File: src/rtl/disp_pkg.sv
// Shared display-colour definitions: conversion mode encodings and the 4x4 Bayer
// threshold matrix used for ordered dithering.
package disp_pkg;

   localparam int MODE_TRUNC  = 0;
   localparam int MODE_DITHER = 1;

   typedef logic [3:0] thr_t;

   localparam thr_t BAYER [4][4] = '{
      '{4'd0,  4'd8,  4'd2,  4'd10},
      '{4'd12, 4'd4,  4'd14, 4'd6 },
      '{4'd3,  4'd11, 4'd1,  4'd9 },
      '{4'd15, 4'd7,  4'd13, 4'd5 }
   };

   function automatic thr_t bayer_thr(input logic [1:0] row, input logic [1:0] col);
      return BAYER[row][col];
   endfunction

endpackage

File: src/rtl/colr_chan_conv.sv
// Combinational bit-depth conversion of one colour channel: replicate-expand,
// pass-through, truncate or ordered dither with saturation on overflow.
module colr_chan_conv
   import disp_pkg::*;
#(
   parameter int BPC_IN  = 5,
   parameter int BPC_OUT = 8,
   parameter int MODE    = MODE_DITHER
) (
   input  logic [BPC_IN-1:0]  chan_i,
   input  thr_t               thr_i,
   output logic [BPC_OUT-1:0] chan_o
);

   generate
      if (BPC_OUT > BPC_IN) begin : g_expand
         logic unused_thr;
         assign unused_thr = ^thr_i;
         // Repeat the input pattern MSB-first so full scale maps to full scale.
         for (genvar k = 0; k < BPC_OUT; k++) begin : g_bit
            assign chan_o[BPC_OUT-1-k] = chan_i[BPC_IN-1-(k % BPC_IN)];
         end
      end else if (BPC_OUT == BPC_IN) begin : g_pass
         logic unused_thr;
         assign unused_thr = ^thr_i;
         assign chan_o     = chan_i;
      end else if (MODE == MODE_TRUNC) begin : g_trunc
         logic unused_lsb;
         assign unused_lsb = ^{thr_i, chan_i[BPC_IN-BPC_OUT-1:0]};
         assign chan_o     = chan_i[BPC_IN-1 -: BPC_OUT];
      end else begin : g_dither
         localparam int D = BPC_IN - BPC_OUT;

         logic [BPC_IN:0] dv;
         logic [BPC_IN:0] sum;

         function automatic logic [BPC_OUT-1:0] sat_trunc(input logic [BPC_IN:0] s);
            if (s[BPC_IN]) return '1;
            return s[BPC_IN-1:D];
         endfunction

         // Scale the 4-bit threshold onto the D discarded bits.
         if (D >= 4) begin : g_shl
            assign dv = (BPC_IN+1)'(thr_i) << (D - 4);
         end else begin : g_shr
            assign dv = (BPC_IN+1)'(thr_i >> (4 - D));
         end

         assign sum    = {1'b0, chan_i} + dv;
         assign chan_o = sat_trunc(sum);
      end
   endgenerate

endmodule

File: src/rtl/disp_colr_adapt.sv
// Two-stage colour depth adapter for a display pipeline: timing and position are
// delayed alongside the converted colour, with an optional per-frame dither rotation.
module disp_colr_adapt
   import disp_pkg::*;
#(
   parameter int BPC_IN   = 5,
   parameter int BPC_OUT  = 8,
   parameter int CORDW    = 16,
   parameter int MODE     = MODE_DITHER,
   parameter int TEMPORAL = 0
) (
   input  logic                     clk_pix,
   input  logic                     rst_pix_n,
   input  logic signed [CORDW-1:0]  in_x,
   input  logic signed [CORDW-1:0]  in_y,
   input  logic                     in_hsync,
   input  logic                     in_vsync,
   input  logic                     in_de,
   input  logic                     in_frame,
   input  logic [BPC_IN-1:0]        in_r,
   input  logic [BPC_IN-1:0]        in_g,
   input  logic [BPC_IN-1:0]        in_b,
   output logic signed [CORDW-1:0]  out_x,
   output logic signed [CORDW-1:0]  out_y,
   output logic                     out_hsync,
   output logic                     out_vsync,
   output logic                     out_de,
   output logic                     out_frame,
   output logic [BPC_OUT-1:0]       out_r,
   output logic [BPC_OUT-1:0]       out_g,
   output logic [BPC_OUT-1:0]       out_b
);

   logic signed [CORDW-1:0] x_p1_q, y_p1_q;
   logic                    hs_p1_q, vs_p1_q, vld_p1_q, fr_p1_q;
   logic [BPC_IN-1:0]       r_p1_q, g_p1_q, b_p1_q;
   thr_t                    thr_p1_q, thr_d;
   logic [1:0]              fcnt_q, fcnt_d, col_d;
   logic [BPC_OUT-1:0]      r_cv, g_cv, b_cv;

   // Threshold uses the pre-increment frame count of the pixel sampled this edge.
   always_comb begin
      fcnt_d = in_frame ? fcnt_q + 2'd1 : fcnt_q;
      col_d  = (TEMPORAL != 0) ? in_x[1:0] + fcnt_q : in_x[1:0];
      thr_d  = bayer_thr(in_y[1:0], col_d);
   end

   // Stage p1: capture pixel, timing and its shared threshold
   always_ff @(posedge clk_pix or negedge rst_pix_n) begin
      if (!rst_pix_n) begin
         fcnt_q   <= '0;
         x_p1_q   <= '0;
         y_p1_q   <= '0;
         hs_p1_q  <= 1'b0;
         vs_p1_q  <= 1'b0;
         vld_p1_q <= 1'b0;
         fr_p1_q  <= 1'b0;
         r_p1_q   <= '0;
         g_p1_q   <= '0;
         b_p1_q   <= '0;
         thr_p1_q <= '0;
      end else begin
         fcnt_q   <= fcnt_d;
         x_p1_q   <= in_x;
         y_p1_q   <= in_y;
         hs_p1_q  <= in_hsync;
         vs_p1_q  <= in_vsync;
         vld_p1_q <= in_de;
         fr_p1_q  <= in_frame;
         r_p1_q   <= in_r;
         g_p1_q   <= in_g;
         b_p1_q   <= in_b;
         thr_p1_q <= thr_d;
      end
   end

   colr_chan_conv #(.BPC_IN(BPC_IN), .BPC_OUT(BPC_OUT), .MODE(MODE)) u_conv_r (
      .chan_i (r_p1_q),
      .thr_i  (thr_p1_q),
      .chan_o (r_cv)
   );

   colr_chan_conv #(.BPC_IN(BPC_IN), .BPC_OUT(BPC_OUT), .MODE(MODE)) u_conv_g (
      .chan_i (g_p1_q),
      .thr_i  (thr_p1_q),
      .chan_o (g_cv)
   );

   colr_chan_conv #(.BPC_IN(BPC_IN), .BPC_OUT(BPC_OUT), .MODE(MODE)) u_conv_b (
      .chan_i (b_p1_q),
      .thr_i  (thr_p1_q),
      .chan_o (b_cv)
   );

   // Stage p2: registered outputs, colour blanked outside active video
   always_ff @(posedge clk_pix or negedge rst_pix_n) begin
      if (!rst_pix_n) begin
         out_x     <= '0;
         out_y     <= '0;
         out_hsync <= 1'b0;
         out_vsync <= 1'b0;
         out_de    <= 1'b0;
         out_frame <= 1'b0;
         out_r     <= '0;
         out_g     <= '0;
         out_b     <= '0;
      end else begin
         out_x     <= x_p1_q;
         out_y     <= y_p1_q;
         out_hsync <= hs_p1_q;
         out_vsync <= vs_p1_q;
         out_de    <= vld_p1_q;
         out_frame <= fr_p1_q;
         out_r     <= vld_p1_q ? r_cv : '0;
         out_g     <= vld_p1_q ? g_cv : '0;
         out_b     <= vld_p1_q ? b_cv : '0;
      end
   end

endmodule

File: config.mk
export PLATFORM = sky130hd
export DESIGN_NAME = disp_colr_adapt
export DESIGN_NICKNAME = d
export VERILOG_FILES = /design/src/rtl/disp_pkg.sv /design/src/rtl/colr_chan_conv.sv /design/src/rtl/disp_colr_adapt.sv
export SDC_FILE = /design/constraint.sdc
export NUM_CORES = 1
export LEC_CHECK = 0
export CORE_ASPECT_RATIO = 1.4
export CORE_MARGIN = 2
export CORE_UTILIZATION = 41
export DETAILED_ROUTE_END_ITERATION = 8
export GPL_TIMING_DRIVEN = 0
export PLACE_DENSITY_LB_ADDON = 0.12
export SLEW_MARGIN = 20
export SYNTH_ARGS = -nofsm -noshare
export SYNTH_HDL_FRONTEND = slang
export SYNTH_SLANG_ARGS = --single-unit
File: constraint.sdc
create_clock -name clk_pix -period 1.15 [get_ports clk_pix]
set_input_delay 0.345 -clock clk_pix [delete_from_list [all_inputs] [get_ports clk_pix]]
set_output_delay 0.345 -clock clk_pix [all_outputs]
set_load 0.01 [all_outputs]
# Word level (Yosys, flattened, before mapping)
# Cells that the tools add are included.
[op_classes] muxes=3
[ops] cell="$mux W8" n=3
[totals] regBits=111 out_inout_bits=60 word_cells=21

# Depth between registers and ports, before layout
[logic_depth] ltp_word=1 ltp_mapped=2 ltp_nobuf=1

# Hierarchy
# A second synthesis with hierarchy kept.
[hier_totals] hier_cells=165 hier_area_um2=3220.6
[by_module_without_submodules] mod="disp_colr_adapt" n_inst=1 cells_each=141 area_per_inst_um2=3040.4 seq_area_each_um2=2827.7
[by_module_without_submodules] mod="colr_chan_conv" n_inst=3 cells_each=8 area_per_inst_um2=60.1 seq_area_each_um2=0.0

# Least setup slack after synthesis
# OpenSTA, ideal clock, no wires.
[synth_timing] path_type="register to output" startpoint="reg out_b[5]" endpoint="out out_b[5]" t_arrival_ns=0.539 slack_ns=0.266 path_stages_with_launch=2 n_path_buf=1 path_cell_list="dfrtp_1 > buf_4"
[synth_lines] element="start: declaration" line_no="disp_colr_adapt.sv:31" source="output logic [BPC_OUT-1:0] out_b"
[synth_lines] element="start signal: assignment" line_no="disp_colr_adapt.sv:116" source="out_b <= vld_p1_q ? b_cv : '0;"
# No word-level cell between the ends.

==> results.md <==
- Status: finished with violations
- Violated checks: negative setup slack
- Largest stage delay, worst path: around 400 ps
- DR pass1 iterations: 3
- Commonest cells after routing, fill and taps aside: dfrtp_1 (102), clkdlybuf4s50_1 (51), buf_2 (36), buf_6 (35), and2_2 (11)
- RSZ-0062 raised after global routing: true
- Synthesized instance count: around 130
- Cell Pwr Density: approximately 1600 nW/µm²
- Worst-path fanout max: 2
- Slowest-stage cell, CP: dfrtp_1
- Die ar.: around 7400 µm²
- Worst-Skew Late Latency: 340 ps
- Seq cells post-synth: 102
- GR Overflow Total: 0
- Final Hold Fails: 0
- Via density: ~4.2
- Wire per inst: approximately 13 µm
- CP Capture Point: out_b[7]
- DRT iter0 DRCs: 60
- Setup WS post-layout: -158 ps
- Worst min path class: flop to flop
- Worst-path cell chain: buf_6 -> buf_6
- Most common cell after layout, fill and taps aside: dfrtp_1
- VDD IR-drop max: 0.00130 V
- Max Fclk: 0.764 GHz
- Core area: approximately 6500 µm²
- Sequential-to-total area share from yosys stat: 0.932
- Yosys warnings: 0
- Via count: roughly 1400
- Crit Path Category: flop to output pin
- H-tree depth: 3
- DR top layer: met4
- Cell variety after synth: 5
- Req. time, crit path: between 800 and 900 ps
- Reg-to-Reg End: out_r[6]
- Final wirelength: between 4000 and 5000 µm
- Clock Root Buffer: clkbuf_8
- Final HPWL DP: ~3000 µm
- Largest net degree at the start of global routing: 77
- Io pins: ~110
- Design area: between 4000 and 5000 µm²
- CTS Buf Count: 9
- Nets: 306
- Routed wl met3: between 300 and 400 µm
- Area Growth Syn to Fin: 50.3%
- Crit start category: flop
- Post-Syn Area: about 2700 µm²
- CP endpoint kind: output pin
- M1 WL: ~1600 µm
- Worst setup path startpoint: out_b[2]
- # setup viols final: 60
- Fin. max-slew vios: 0
- Die height: around 100 µm
- TritonCTS clock tree: done
- PortBufs: 112
- GPL Wtd Cong: 0.662
- Die W: 73.1 µm
- Rel. slew slack: 0.814
- Rows: 35
- # DRC: 0
- Vias in the first global route: about 1500
- Fin crit period: ~1300 ps
- Initial antenna violation count: 0
- Worst r2r src: vld_p1_q
- Worst EP arrival: between 900 and 1000 ps
- Gr usage total: 0.128
- Leak pwr: 1.95 nW
- Initial Util: 0.420
- Part of the cycle the worst path needs: 1.14
- DP Area: between 3000 and 4000 µm²
- Clock slew at reported path FFs: around 90 ps
- Actual slew at the worst max-slew pin: about 280 ps
- Layout cell share with drive strength beyond 1: 0.376
- Post-route ant nets: 0
- Worst R2R Setup Slack: 280 ps
- Layout Cells excl Fill: around 330
- Setup Skew: between 7 and 8 ps
- Placed instance count: 314
- CP most frequent cell: buf_6
- Mean Syn Cell Area: roughly 22 µm²
- Worst-case reg-to-reg path depth: 2
- Clock Path Buffers: 2
- Post-synthesis net count: 180
- Number of diodes: 0
- Routed wl met2: 2360 µm
- Number of max-cap violations: 0
- First-pass GRT wire length: 6800 µm
- CTS sink count: roughly 100
per-stage QoR:
stage	utilization	worst slack, ps	hold WS [ps]	total power [mW]	TNS [ps]
2_1_floorplan	-	266	49.4	3.99	0
3_3_place_gp	0.606	-3800	331	4.45	-390260
3_5_place_dp	0.610	-154	222	4.48	-3250
4_1_cts	0.617	-190	341	6.80	-5250
5_1_grt	0.631	-208	357	7.04	-6580
6_report	0.631	-158	343	6.71	-3590
power by group:
part / internal [mW] / switching (mW)
sequential: 3.76 / 0.0554
clock: 1.29 / 1.06
combinational: 0.341 / 0.206
how the worst min path moves through the flow:
stage | startpoint | end | slack [ps] | cells past startpoint
after CTS | y_p1_q[9] | out_y[9] | 340 | 0
after global placement | x_p1_q[3] | out_x[3] | 330 | 0
after global routing | x_p1_q[14] | out_x[14] | 360 | 0
after floorplan | rst_pix_n | b_p1_q[0] | 50 | 0
final | y_p1_q[9] | out_y[9] | 340 | 0
after detailed placement | rst_pix_n | out_b[5] | 220 | 1
what timing repair did:
action / CTS / global route
buffers inserted: 0 / 0
gates resized for setup: 262 / 13
pin swaps: 0 / 0
hold endpoints to repair: 26 / 0
gates cloned: 0 / 1
hold buffers: 1 / 0
endpoints found under the setup margin: 60 / 85
cell families after synthesis:
kind of cell / count (synthesis) / share of synthesized area
flops: 102 / 0.932
simple gates: 15 / 0.0393
buf+inv: 10 / 0.0288
Yosys cell counts, drive strengths merged:
cell | count | area, µm²
dfrtp | 102 | 2550
and2 | 15 | 108
buf | 10 | 78.8
routing by layer:
layer  GRT usage  vias to the layer above
met5           0                        -
met4      0.0769                        0
met3      0.0540                        6
met2       0.195                       69
met1       0.151                      700
li1            -                      628
cell type report:
class,instances,area [µm²]
clock buffers,13,149
fillers,500,2410
repair buffers,115,1030
multi-input cells,15,108
plain buffers,10,113
flip-flops and latches,102,2550
clock inverters,3,67.6
well taps,74,92.6
flip-flops by register name (all words and copies together), names as in the netlist, 5 cells and up:
| signal | flops |
|---|---|
| out_x | 16 |
| out_y | 16 |
| x_p1_q | 16 |
| y_p1_q | 16 |
| b_p1_q | 5 |
| g_p1_q | 5 |
| out_b | 5 |
| out_g | 5 |
| out_r | 5 |
| r_p1_q | 5 |
worst max-delay path: cells and delay by family (launching register included):
family | cells | cell delay (ps)
flip-flops | 1 | 400
buffers and inverters | 2 | 230
(Power assumes the default switching activity.)
